File: src/rtl/vga_sync_receiver.sv
// vga_sync_receiver
//
// Sink-side VGA timing recovery in the pixel-clock domain. Rebuilds active-pixel
// coordinates from hsync/vsync/DE (syncs active-low), measures line and frame
// timing, and declares lock after LOCK_FRAMES consecutive consistent frames.
//
// Optional feature: define VGA_RX_ERR_CNT_EN to build the saturating lock-loss
// counter behind err_count; when undefined err_count is tied to 0.
//
// Ports:
//   clk          pixel clock
//   rst_n        asynchronous active-low reset
//   hsync_in     horizontal sync, active-low
//   vsync_in     vertical sync, active-low
//   de_in        data enable, high during visible pixels
//   x, y         active column / line of the current pixel
//   pixel_valid  x/y describe a visible pixel (2 clk behind de_in)
//   line_start   pulse with the first pixel of each line (locked only)
//   frame_start  pulse with pixel (0,0) (locked only)
//   locked       timing stable and matching the stored reference
//   h_total, h_active, v_total, v_active  reference timing while locked, else 0
//   timing_err   one-cycle pulse when lock is lost
//   err_count    lock-loss count (saturating, only with VGA_RX_ERR_CNT_EN)

module vga_sync_receiver #(
  parameter int unsigned LOCK_FRAMES = 2
) (
  input  logic       clk,
  input  logic       rst_n,
  input  logic       hsync_in,
  input  logic       vsync_in,
  input  logic       de_in,
  output logic [9:0] x,
  output logic [9:0] y,
  output logic       pixel_valid,
  output logic       line_start,
  output logic       frame_start,
  output logic       locked,
  output logic [9:0] h_total,
  output logic [9:0] h_active,
  output logic [9:0] v_total,
  output logic [9:0] v_active,
  output logic       timing_err,
  output logic [7:0] err_count
);

  localparam logic [9:0] CntMax     = 10'h3ff;
  localparam logic [3:0] LockTarget = 4'(LOCK_FRAMES);

  typedef enum logic [1:0] {StSearch, StVerify, StLocked} state_e;

  // Input stage: *_q is the first register, *_d the second (used for edges).
  logic hs_q, hs_d, vs_q, vs_d, de_q, de_d;

  always_ff @(posedge clk or negedge rst_n) begin
    if (!rst_n) begin
      hs_q <= 1'b0;
      hs_d <= 1'b0;
      vs_q <= 1'b0;
      vs_d <= 1'b0;
      de_q <= 1'b0;
      de_d <= 1'b0;
    end else begin
      hs_q <= hsync_in;
      hs_d <= hs_q;
      vs_q <= vsync_in;
      vs_d <= vs_q;
      de_q <= de_in;
      de_d <= de_q;
    end
  end

  logic hs_edge, vs_edge, de_rise, de_fall;

  assign hs_edge = ~hs_q & hs_d;
  assign vs_edge = ~vs_q & vs_d;
  assign de_rise = de_q & ~de_d;
  assign de_fall = ~de_q & de_d;

  // Measurement counters
  logic [9:0] h_cnt_q, h_cnt_d;
  logic [9:0] de_run_q, de_run_d;
  logic [9:0] v_cnt_q, v_cnt_d;
  logic [9:0] act_lines_q, act_lines_d;
  logic [9:0] line_cnt_q, line_cnt_d;

  always_comb begin
    h_cnt_d = h_cnt_q;
    if (hs_edge) begin
      h_cnt_d = '0;
    end else if (h_cnt_q != CntMax) begin
      h_cnt_d = h_cnt_q + 10'd1;
    end

    de_run_d = de_run_q;
    if (de_rise) begin
      de_run_d = 10'd1;
    end else if (de_q && (de_run_q != CntMax)) begin
      de_run_d = de_run_q + 10'd1;
    end

    v_cnt_d = v_cnt_q;
    if (vs_edge) begin
      v_cnt_d = '0;
    end else if (hs_edge && (v_cnt_q != CntMax)) begin
      v_cnt_d = v_cnt_q + 10'd1;
    end

    act_lines_d = act_lines_q;
    if (vs_edge) begin
      act_lines_d = '0;
    end else if (de_rise && (act_lines_q != CntMax)) begin
      act_lines_d = act_lines_q + 10'd1;
    end

    // Active line index: DE falls since the last vsync edge
    line_cnt_d = line_cnt_q;
    if (vs_edge) begin
      line_cnt_d = '0;
    end else if (de_fall && (line_cnt_q != CntMax)) begin
      line_cnt_d = line_cnt_q + 10'd1;
    end
  end

  always_ff @(posedge clk or negedge rst_n) begin
    if (!rst_n) begin
      h_cnt_q     <= '0;
      de_run_q    <= '0;
      v_cnt_q     <= '0;
      act_lines_q <= '0;
      line_cnt_q  <= '0;
    end else begin
      h_cnt_q     <= h_cnt_d;
      de_run_q    <= de_run_d;
      v_cnt_q     <= v_cnt_d;
      act_lines_q <= act_lines_d;
      line_cnt_q  <= line_cnt_d;
    end
  end

  // Line period and frame line count; an HS edge coincident with the VS edge
  // belongs to the frame being closed.
  logic [10:0] h_period, frame_lines;

  assign h_period    = {1'b0, h_cnt_q} + 11'd1;
  assign frame_lines = {1'b0, v_cnt_q} + {10'd0, hs_edge};

  // Lock FSM and reference registers
  state_e     state_q, state_d;
  logic       seen_vs_q, seen_vs_d;
  logic       frame_bad_q, frame_bad_d;
  logic [3:0] match_cnt_q, match_cnt_d;
  logic [3:0] match_nxt;
  logic [9:0] ref_h_total_q, ref_h_total_d;
  logic [9:0] ref_h_active_q, ref_h_active_d;
  logic [9:0] ref_v_total_q, ref_v_total_d;
  logic [9:0] ref_v_active_q, ref_v_active_d;
  logic       h_mis, a_mis, v_mis, h_stall, fault, err_pulse;

  assign h_mis   = hs_edge && (h_period != {1'b0, ref_h_total_q});
  assign a_mis   = de_fall && (de_run_q != ref_h_active_q);
  assign v_mis   = vs_edge && ((frame_lines != {1'b0, ref_v_total_q}) ||
                               (act_lines_q != ref_v_active_q));
  assign h_stall = (h_cnt_q == CntMax);
  assign fault   = h_mis | a_mis | v_mis | h_stall;
  assign match_nxt = match_cnt_q + 4'd1;

  always_comb begin
    state_d        = state_q;
    seen_vs_d      = seen_vs_q;
    frame_bad_d    = frame_bad_q;
    match_cnt_d    = match_cnt_q;
    ref_h_total_d  = ref_h_total_q;
    ref_h_active_d = ref_h_active_q;
    ref_v_total_d  = ref_v_total_q;
    ref_v_active_d = ref_v_active_q;
    err_pulse      = 1'b0;

    unique case (state_q)
      StSearch: begin
        // Track the latest horizontal timing; any change spoils this frame.
        if (hs_edge) ref_h_total_d = h_period[9:0];
        if (de_fall) ref_h_active_d = de_run_q;
        if (h_mis || a_mis) frame_bad_d = 1'b1;
        if (vs_edge) begin
          frame_bad_d = 1'b0;
          if (!seen_vs_q) begin
            seen_vs_d = 1'b1;
          end else if (!frame_bad_q && !h_mis && !a_mis) begin
            ref_v_total_d  = frame_lines[9:0];
            ref_v_active_d = act_lines_q;
            match_cnt_d    = 4'd1;
            state_d        = (LOCK_FRAMES <= 1) ? StLocked : StVerify;
          end
        end
      end
      StVerify: begin
        if (fault) begin
          state_d     = StSearch;
          seen_vs_d   = vs_edge;
          frame_bad_d = 1'b0;
          match_cnt_d = '0;
        end else if (vs_edge) begin
          match_cnt_d = match_nxt;
          if (match_nxt >= LockTarget) state_d = StLocked;
        end
      end
      StLocked: begin
        if (fault) begin
          state_d     = StSearch;
          seen_vs_d   = 1'b0;
          frame_bad_d = 1'b0;
          match_cnt_d = '0;
          err_pulse   = 1'b1;
        end
      end
      default: begin
        state_d = StSearch;
      end
    endcase
  end

  always_ff @(posedge clk or negedge rst_n) begin
    if (!rst_n) begin
      state_q        <= StSearch;
      seen_vs_q      <= 1'b0;
      frame_bad_q    <= 1'b0;
      match_cnt_q    <= '0;
      ref_h_total_q  <= '0;
      ref_h_active_q <= '0;
      ref_v_total_q  <= '0;
      ref_v_active_q <= '0;
    end else begin
      state_q        <= state_d;
      seen_vs_q      <= seen_vs_d;
      frame_bad_q    <= frame_bad_d;
      match_cnt_q    <= match_cnt_d;
      ref_h_total_q  <= ref_h_total_d;
      ref_h_active_q <= ref_h_active_d;
      ref_v_total_q  <= ref_v_total_d;
      ref_v_active_q <= ref_v_active_d;
    end
  end

  // Output registers
  logic       lock_nxt, first_px;
  logic [9:0] x_q, y_q, h_total_q, h_active_q, v_total_q, v_active_q;
  logic       pixel_valid_q, line_start_q, frame_start_q, locked_q, timing_err_q;

  assign lock_nxt = (state_d == StLocked);
  assign first_px = de_q && (de_run_d == 10'd1);

  always_ff @(posedge clk or negedge rst_n) begin
    if (!rst_n) begin
      x_q           <= '0;
      y_q           <= '0;
      pixel_valid_q <= 1'b0;
      line_start_q  <= 1'b0;
      frame_start_q <= 1'b0;
      locked_q      <= 1'b0;
      timing_err_q  <= 1'b0;
      h_total_q     <= '0;
      h_active_q    <= '0;
      v_total_q     <= '0;
      v_active_q    <= '0;
    end else begin
      x_q           <= de_q ? (de_run_d - 10'd1) : '0;
      y_q           <= de_q ? line_cnt_q : '0;
      pixel_valid_q <= de_q;
      line_start_q  <= first_px & lock_nxt;
      frame_start_q <= first_px & lock_nxt & (line_cnt_q == '0);
      locked_q      <= lock_nxt;
      timing_err_q  <= err_pulse;
      h_total_q     <= lock_nxt ? ref_h_total_d : '0;
      h_active_q    <= lock_nxt ? ref_h_active_d : '0;
      v_total_q     <= lock_nxt ? ref_v_total_d : '0;
      v_active_q    <= lock_nxt ? ref_v_active_d : '0;
    end
  end

  assign x           = x_q;
  assign y           = y_q;
  assign pixel_valid = pixel_valid_q;
  assign line_start  = line_start_q;
  assign frame_start = frame_start_q;
  assign locked      = locked_q;
  assign timing_err  = timing_err_q;
  assign h_total     = h_total_q;
  assign h_active    = h_active_q;
  assign v_total     = v_total_q;
  assign v_active    = v_active_q;

`ifdef VGA_RX_ERR_CNT_EN
  logic [7:0] err_cnt_q;

  always_ff @(posedge clk or negedge rst_n) begin
    if (!rst_n) begin
      err_cnt_q <= '0;
    end else if (err_pulse && (err_cnt_q != 8'hff)) begin
      err_cnt_q <= err_cnt_q + 8'd1;
    end
  end

  assign err_count = err_cnt_q;
`else
  assign err_count = '0;
`endif

endmodule

File: config.mk
export PLATFORM = sky130hd
export DESIGN_NAME = vga_sync_receiver
export DESIGN_NICKNAME = d
export VERILOG_FILES = /design/src/rtl/vga_sync_receiver.sv
export SDC_FILE = /design/constraint.sdc
export NUM_CORES = 1
export LEC_CHECK = 0
export ABC_AREA = 1
export BUFFER_PORTS_ARGS = -buffer_cell sky130_fd_sc_hd__buf_2
export CORE_MARGIN = 3
export CORE_UTILIZATION = 40
export DETAILED_ROUTE_END_ITERATION = 8
export PLACE_DENSITY = 0.62
export SLEW_MARGIN = 20
export SYNTH_ARGS = -nofsm -noshare
export SYNTH_HDL_FRONTEND = slang
export SYNTH_SLANG_ARGS = --single-unit
File: constraint.sdc
create_clock -name clk -period 3.8 [get_ports clk]
set_input_delay 0 -clock clk [delete_from_list [all_inputs] [get_ports clk]]
set_output_delay 0 -clock clk [all_outputs]
set_load 0.1 [all_outputs]
## Word-level counts from Yosys, hierarchy flattened

Cells that the tools add are included.

- Register bits: 168
- Input bits: 5
- Output and inout bits: 73
- Word-level logic and storage cells: 153

- $add $sub $neg: 9
- Order comparisons: 1
- Equality and inequality tests: 22
- Multiplexer cells: 52
- Bitwise gates (word level): 13
- Reductions and logical operators: 27

Operator list:

| operator | count |
|---|---|
| 10-bit 2-to-1 mux | 28 |
| 10-bit by 1-bit adder with 10-bit output (second input constant) | 5 |
| 10-bit != test (second input constant) | 5 |
| 4-bit 2-to-1 mux | 6 |
| 11-bit by 10-bit != test with 1-bit output | 2 |
| 10-bit != test | 2 |
| 2-bit 2-to-1 mux | 7 |
| 4-bit case mux with 3 select lines | 1 |
| 10-bit by 1-bit adder with 11-bit output | 1 |
| 10-bit by 1-bit adder with 11-bit output (second input constant) | 1 |
| 10-bit by 1-bit equality test with 1-bit output (second input constant) | 1 |
| 10-bit equality test (second input constant) | 1 |
| 1-bit logical AND | 10 |
| 10-bit logical NOT | 1 |
| 2-bit != test (second input constant) | 5 |
| 2-bit nonzero test | 5 |
| 10-bit by 1-bit subtractor with 10-bit output (second input constant) | 1 |
| 1-bit 2-to-1 mux | 7 |
| 1-bit AND | 6 |
| 3-bit != test (second input constant) | 2 |
| 2-bit case mux with 3 select lines | 1 |
| 6-bit AND reduction | 1 |
| 4-bit by 1-bit adder with 4-bit output (second input constant) | 1 |
| 2-bit equality test (second input constant) | 2 |
| 14 further kinds | 22 |

## Logic depth before layout (Yosys ltp)

Gate-level depths: netlist of run 1.

- Depth in word-level cells: 13
- Gate-level depth with buffers: 22
- Depth with buffers taken out: 20

## Least setup slack after synthesis of run 1

No wires, ideal clock.

- Path type: register to register
- Start: register hs_q
- End: register h_active_q[2], in the netlist h_active[2]
- Setup time: 69 ps
- Data arrival time: 2786 ps
- Data required time: 3731 ps
- Slack: 945 ps
- Cell stages (with the launch flop): 22
- Buffers on the path: 2
- Clock period less this slack: 2855 ps
- Cell sequence: dfrtp_1 nor2_1 clkbuf_1 ha_1 ha_1 nand2_1 nor2_1 nand3_1 nand2_1 nand2_1 nand2_1 nand3_1 nor2_1 nand2_1 nand2_1 nand2_1 nor2_4 nand3_1 nand2_1 nand3_4 buf_6 nor2_2

- Cells in the longest elaborated chain, start to end: 12
- Elaborated cells between the ends (all ways): 21
- Classes of those cells: add/sub (1); eq/ne (2); mux (7); bitwise (5); reduce/logical (6)

Ends and longest elaborated chain:

| what | RTL line | source |
|---|---|---|
| start: declaration | 53 | `logic hs_q, hs_d, vs_q, vs_d, de_q, de_d;` |
| start signal: assignment | 64 | `hs_q <= hsync_in;` |
| 1-bit inverter (*) | 75 | `assign hs_edge = ~hs_q & hs_d;` |
| 1-bit AND (*) | 75 |  |
| 10-bit by 1-bit adder with 11-bit output / 1-bit logical AND (equally long branches) | 146, 160 |  |
| 11-bit by 10-bit != test with 1-bit output / 1-bit logical NOT (equally long branches) | 162, 189 |  |
| 1-bit logical OR / 1-bit logical AND (equally long branches) | 162, 189 |  |
| 1-bit logical AND (on tied branches) | 162, 189 |  |
| 1-bit OR / 2-bit 2-to-1 mux (equally long branches) | 165, 189 |  |
| 1-bit OR / 2-bit 2-to-1 mux (equally long branches) | 165, 187 |  |
| 2-bit 2-to-1 mux (on tied branches) | 209, 185, 198 |  |
| 2-bit case mux with 3 select lines (*) | 179 | `unique case (state_q)` |
| 2-bit equality test (*) | 250 | `assign lock_nxt = (state_d == StLocked);` |
| 10-bit 2-to-1 mux (*) | 275 | `h_active_q <= lock_nxt ? ref_h_active_d : '0;` |
| end signal: assignment | 275 |  |
| end: declaration | 247 | `logic [9:0] x_q, y_q, h_total_q, h_active_q, v_total_q, v_active_q;` |

Mark *: on every way between the ends. The rest lies on a longest branch, timed or not.
A chain may end at the register's enable or synchronous reset.

## Final worst setup path of run 1

- Start: register hs_q
- End: register v_active_q[6], in the netlist v_active[6]

- Cells in the longest elaborated chain, start to end: 12
- Elaborated cells between the ends (all ways): 25
- Classes of those cells: add/sub (1); eq/ne (2); mux (11); bitwise (5); reduce/logical (6)

Ends and longest elaborated chain:

| what | RTL line | source |
|---|---|---|
| 1-bit inverter (*) | 75 |  |
| 1-bit AND (*) | 75 |  |
| 10-bit by 1-bit adder with 11-bit output / 1-bit logical AND (equally long branches) | 146, 160 |  |
| 11-bit by 10-bit != test with 1-bit output / 1-bit logical NOT (equally long branches) | 162, 189 |  |
| 1-bit logical OR / 1-bit logical AND (equally long branches) | 162, 189 |  |
| 1-bit logical AND (on tied branches) | 162, 189 |  |
| 1-bit OR / 2-bit 2-to-1 mux (equally long branches) | 165, 189 |  |
| 1-bit OR / 2-bit 2-to-1 mux (equally long branches) | 165, 187 |  |
| 2-bit 2-to-1 mux (on tied branches) | 209, 185, 198 |  |
| 2-bit case mux with 3 select lines | 179 |  |
| 2-bit equality test | 250 |  |
| 10-bit 2-to-1 mux (*) | 277 | `v_active_q <= lock_nxt ? ref_v_active_d : '0;` |
| end signal: assignment | 277 |  |
| end: declaration | 247 |  |

Marks and branches as above.

==> flow_summary.toml, run 1 <==
[status]
status = "completed"

[logic_synthesis]
synth-edff-count = 0
synth-compound-area-share_pct = 7.641
synth_xor_area_share_pct = 1.462
syn_area_sq_um = 8384
yosys_most_used_dff = "dfrtp_1"
ys_ff_latch = 168
synth.avg_cell_area_sq_um = 7.843
ys_seq_area_share_pct = 50.14
synth_simple_gate_area_share_pct = 26.98
ys_warn_count = 0
syn_inst = 1069
synthMuxAreaShare_pct = 0
async_flop_share_pct = 100.0
synth_top_family_by_area = "simple AND/OR/NAND/NOR gates"
synth_cell_types = 38
synthAdderAreaFrac_pct = 2.537

[grt]
grt_pass1_vias = 6320
grt_usage_pct = 16.78
antenna_found_initial = 0
overflow = 0
grt_pass1_wl_um = 30390
grt_start_max_net_pins = 88

[clocking]
cts_root_buf = "clkbuf_16"
clock_latency_ns = 0.43
cts_tree = "built"
htree_levels = 4
clockBufferDepth = 2
cts_resized = 0
path_clk_slew_ns = 0.06
cts_made_buffers = 17
cts_hold_buf = 4
post_cts_buffers = 0
clock_sinks = 168

[place]
place_inst = 1397
io_buffers = 69
place_congestion = 0.8525
hpwl_um = 13250
place_ws_ns = 0.6304
place_area_sq_um = 9007

[critical_path]
cp.depth = 18
required_ns = 4.16
crit_top_cell = "nand2_1"
critPathSlowestCell = "dfrtp_1"
r2r_start = "hs_q"
endpoint = "v_active[6]"
start_kind = "flop"
r2r_slack_ns = 0.60
endpoint_kind = "flop"
cpPeakStageDelay_ns = 0.38
regToRegEndpoint = "v_active[6]"
path_buf_inv = 1
crit_fanout = 27
critPathLaunch = "hs_q"
rr_worst_depth = 18
path_cells = "nor2_1 -> ha_1 -> ha_1 -> nand2_1 -> nor2_1 -> nand3_1 -> nand2_1 -> nand2_1 -> nand2_1 -> nand3_1 -> nor2_1 -> nand2_1 -> a21oi_2 -> nand3_1 -> a21oi_2 -> nand3_4 -> buf_12 -> nor2_1"
critical_path.top_delay_family = "simple AND/OR/NAND/NOR gates"
worstPathArrival_ns = 3.56
path_class = "reg -> reg"

[timing]
drv_slew = 0
skew_ns = 0.01014
tightest_slew_ns = 0.7947
fmax_mhz = 312.3
fin_ws_ns = 0.5982
hold_viol_final = 0
relSlewSlack_pct = 47.02
finalCriticalPeriod_ns = 3.202
finalSetupViolations = 0
rsz0062_at_grt = "false"
finalCritPeriodShare_pct = 84.26
tns_ns = 0

[power]
p_sw_mw = 2.446
sw_frac_of_total_pct = 40.30
seqPwrFrac_pct = 38.6
max-vdd-ir-drop_mv = 0.3551
cellPowerDensity_nw_per_um2 = 630.7
pwr-share-comb_pct = 33.7
p_leak_nw = 5.393
clkPwrFrac_pct = 27.7
p_int_mw = 3.624

[route]
drcViolationCount = 0
viasPerCell = 4.661
avgRoutedWirePerCell_um = 12.59
ant_nets = 0
vias = 6679
wirelength_um = 18050
drt_iter0_drc = 424
dr.pass1.iters = 6

[floorplan]
die_x_um = 150.8
fp.dieH_um = 150.8
initial_core_util_pct = 41.04
die_area_sq_um = 22730
core_region_area_sq_um = 20430
io-pin-count = 78
rows = 52

[finish]
fin_nets = 1172
fillers = 2045
drive_gt1_share_pct = 12.98
fin_area_sq_um = 9625
layout.cells.non_filler = 1433
syn_to_final_growth_pct = 14.80
diodes = 0

[flow_run]
cap_violations = 0

[min_path]
hp-class = "in -> async"
-- per-layer routing --
| layer | wire [um] | track usage [%] | up-vias |
|---|---|---|---|
| met3 | 653 | 4.069 | 9 |
| met1 | 8645 | 22.50 | 3099 |
| met4 | 151 | 4.352 | 0 |
| met2 | 8597 | 27.44 | 104 |
| met5 | 0 | 0 | - |
| li1 | - | - | 3467 |
-- worst register-to-register path, stage by stage (launching register included) --
cell     delay (ns)
dfrtp_1        0.38
nor2_1         0.15
ha_1           0.18
ha_1           0.22
nand2_1        0.10
nor2_1         0.18
nand3_1        0.12
nand2_1        0.10
nand2_1        0.05
nand2_1        0.05
nand3_1        0.07
nor2_1         0.18
nand2_1        0.13
a21oi_2        0.17
nand3_1        0.13
a21oi_2        0.24
nand3_4        0.29
buf_12         0.28
nor2_1         0.11
-- logic make-up (layout without fill, tap and decap cells) --
kind of cell | count (synthesis) | after routing
simple gates | 519 | 519
buf+inv | 230 | 317
flops | 168 | 168
compound gates | 120 | 120
fa+ha+maj | 17 | 17
xor+xnor | 14 | 14
other cells | 1 | 8
-- worst min-delay path by stage --
stage | startpoint | end | cells after the start
floorplan | rst_n | act_lines_q[0] | 0
global placement | vsync_in | vs_q | 1
detailed placement | vsync_in | vs_q | 1
CTS | vsync_in | vs_q | 2
global route | vsync_in | vs_q | 2
finish | rst_n | v_total[5] | 2
-- Yosys cell counts, types with 3 or more instances --
library cell	instances	area share (%)
a211oi_1	3	0.27
a21oi_1	32	1.9
a31oi_1	5	0.37
buf_2	3	0.18
buf_4	9	0.81
buf_6	5	0.67
clkbuf_1	10	0.45
dfrtp_1	168	50
ha_1	17	2.5
inv_1	199	8.9
nand2_1	272	12
nand2_2	6	0.45
nand3_1	78	4.7
nand4_1	13	0.97
nor2_1	89	4.0
nor2_2	25	1.9
nor3_1	20	1.2
nor4_1	5	0.37
o21a_1	3	0.27
o21ai_0	69	4.1
xor2_1	13	1.4
-- cells in the final DEF (no fill, tap or decap), types with 3 or more instances in the layout --
cell	n
nor2_2	25
clkbuf_8	4
nand2_2	6
a211oi_1	3
nand4_1	13
a31oi_1	5
o21a_1	3
nor4_1	5
clkinv_4	3
clkbuf_16	17
nor2_1	89
buf_4	9
nand2_1	272
a21oi_1	32
dlygate4sd3_1	4
ha_1	17
conb_1	8
nor3_1	20
clkbuf_1	3
inv_1	199
buf_2	68
dfrtp_1	168
nand3_1	78
o21ai_0	69
xor2_1	13
-- final cells by class --
| class | count | area (sq um) | share of cell area (%) |
|---|---|---|---|
| Multi-Input combinational cell | 678 | 3268 | 33.95 |
| Clock buffer | 24 | 491.7 | 5.109 |
| Clock inverter | 8 | 86.33 | 0.8969 |
| Timing Repair Buffer | 83 | 479.2 | 4.979 |
| Sequential cell | 168 | 4204 | 43.68 |
| Inverter | 202 | 758.2 | 7.877 |
| Tap cell | 270 | 337.8 | 3.510 |
-- through the flow --
step	power (mW)	util, %	hold WS [ns]
6_report	6.071	47.12	0.1768
5_1_grt	6.488	47.12	0.2116
4_1_cts	6.146	47.12	0.1963
3_5_place_dp	4.429	44.09	0.1116
3_3_place_gp	4.394	44.09	0.1096
2_1_floorplan	3.989	-	-0.2956
-- flip-flops by register name (all words and copies together), names as in the netlist, 2 cells and up --
| signal | flops |
|---|---|
| act_lines_q | 10 |
| de_run_q | 10 |
| h_active | 10 |
| h_cnt_q | 10 |
| h_total | 10 |
| line_cnt_q | 10 |
| ref_h_active_q | 10 |
| ref_h_total_q | 10 |
| ref_v_active_q | 10 |
| ref_v_total_q | 10 |
| v_active | 10 |
| v_cnt_q | 10 |
| v_total | 10 |
| x | 10 |
| y | 10 |
| match_cnt_q | 4 |
| state_q | 2 |
-- power groups by stage --
stage	clock, mW	sequential (mW)	combinational, mW
2_1_floorplan	0	2.85	1.14
3_5_place_dp	0	2.37	2.06
6_report	1.68	2.34	2.05
3_3_place_gp	0	2.36	2.03
4_1_cts	1.74	2.34	2.07
5_1_grt	1.81	2.39	2.29
No activity file was read; power rests on OpenSTA's default activity.
==> inputs of run 2 (changes only) <==
==> constraint.sdc (replaced) <==
create_clock -name clk -period 3.2 [get_ports clk]
set_input_delay 0 -clock clk [delete_from_list [all_inputs] [get_ports clk]]
set_output_delay 0 -clock clk [all_outputs]
set_load 0.1 [all_outputs]
==> flow_summary.toml, run 2 (same netlist as run 1, synthesis figures left out) <==
[route]
drcViolationCount = 0
vias = 6759
wirelength_um = 18380
avgRoutedWirePerCell_um = 12.76
viasPerCell = 4.694
ant_nets = 0
drt_iter0_drc = 411
dr.pass1.iters = 5

[clocking]
cts_root_buf = "clkbuf_16"
htree_levels = 4
clock_sinks = 168
cts_tree = "built"
path_clk_slew_ns = 0.07
clockBufferDepth = 2
clock_latency_ns = 0.43
cts_made_buffers = 17

[finish]
diodes = 0
fin_area_sq_um = 9802
layout.cells.non_filler = 1440
final_common_cell = "nand2_1"
syn_to_final_growth_pct = 16.91
post-route-util_pct = 47.98
drive_gt1_share_pct = 14.53
fin_nets = 1179
layout_common_cells = "270 x nand2_1, 199 x inv_1, 168 x dfrtp_1, 85 x nor2_1, 77 x nand3_1"

[timing]
skew_ns = 0.01508
tightest_slew_ns = 0.8000
hold_viol_final = 0
fmax_mhz = 339.8
drv_slew = 0
finalSetupViolations = 0
tns_ns = 0
fin_hold_ws_ns = 0.1795
finalCriticalPeriod_ns = 2.943
fin_ws_ns = 0.2574
finalCritPeriodShare_pct = 91.96
relSlewSlack_pct = 46.67

[place]
place_congestion = 0.9138
place_inst = 1399
io_buffers = 69
hpwl_um = 12900
place_area_sq_um = 9010
place_ws_ns = 0.08048

[min_path]
hp-class = "in -> async"

[floorplan]
core_region_area_sq_um = 20430
die_x_um = 150.8
fp.dieH_um = 150.8
rows = 52
initial_core_util_pct = 41.04
io-pin-count = 78
die_area_sq_um = 22730

[grt]
grt_pass1_wl_um = 30480
antenna_found_initial = 0
overflow = 0
grt_start_max_net_pins = 88
grt_usage_pct = 16.56
grt_pass1_vias = 6503

[critical_path]
endpoint_kind = "flop"
critPathLaunch = "hs_q"
worstPathArrival_ns = 3.31
critical_path.top_delay_family = "simple AND/OR/NAND/NOR gates"
path_cells = "nor2_4 -> ha_2 -> ha_4 -> nand2_1 -> nor2_2 -> buf_4 -> nand3_1 -> nand3_1 -> nand3_1 -> nor2_2 -> nand2_1 -> nand2_1 -> nand2_1 -> nor2_4 -> nand3_1 -> nand2_2 -> nand3_4 -> clkbuf_16 -> nor2_1"
r2r_start = "hs_q"
critPathSlowestCell = "dfrtp_1"
cpPeakStageDelay_ns = 0.40
path_buf_inv = 2
start_kind = "flop"
path_class = "reg -> reg"
crit_fanout = 7
required_ns = 3.56

[power]
p_leak_nw = 5.467
cellPowerDensity_nw_per_um2 = 757.0
max-vdd-ir-drop_mv = 0.3626
fin_total_pwr_mw = 7.420

[status]
status = "completed"

[flow_run]
cap_violations = 0
## run 2: path summary, 6_finish.rpt
kind / depth (start not counted) / slack, ns / to
min in group clk: 2 / 0.21 / vs_q
setup / recovery: 19 / 0.26 / v_total[1]
hold / removal: 2 / 0.18 / v_total[3]
setup reg to reg: 19 / 0.26 / v_total[1]
hold reg to reg: 0 / 0.38 / vs_d
max in group asynchronous: 3 / 2.19 / h_cnt_q[6]
## run 2: final cells by class
cell class,instances,area [sq um]
fillers,2035,10630
flip-flops and latches,168,4204
multi-input cells,678,3316
inverters,202,758.2
repair buffers,90,578.1
clock buffers,18,439.2
well taps,270,337.8
clock inverters,14,168.9
## run 2: where the power goes
group          total [mW]  internal [mW]  switching, mW
combinational        2.50          0.669           1.84
sequential           2.78           2.52          0.257
clock                2.13           1.26          0.878
total                7.42           4.45           2.97
## run 2: worst reg2reg max path, delay by kind of cell, from the launching register on
family,cells,cell delay [ns]
adder cells (fa/ha/maj),2,0.35
buffers and inverters,2,0.36
flip-flops,1,0.40
AND/OR/NAND/NOR,15,1.78
## run 2: what timing repair did
item	CTS	global route
hold endpoints to repair	86	0
resized for setup	0	18
buffers inserted	0	2
hold buffers	4	0
setup endpoints to repair	0	47
## run 2: per-layer routing
metal / vias up / global-route usage, % / wire length, um
li1: 3478 / - / -
met1: 3142 / 22.27 / 8731
met2: 108 / 26.99 / 8678
met3: 31 / 3.651 / 602
met4: 0 / 4.896 / 363
met5: - / 0 / 0
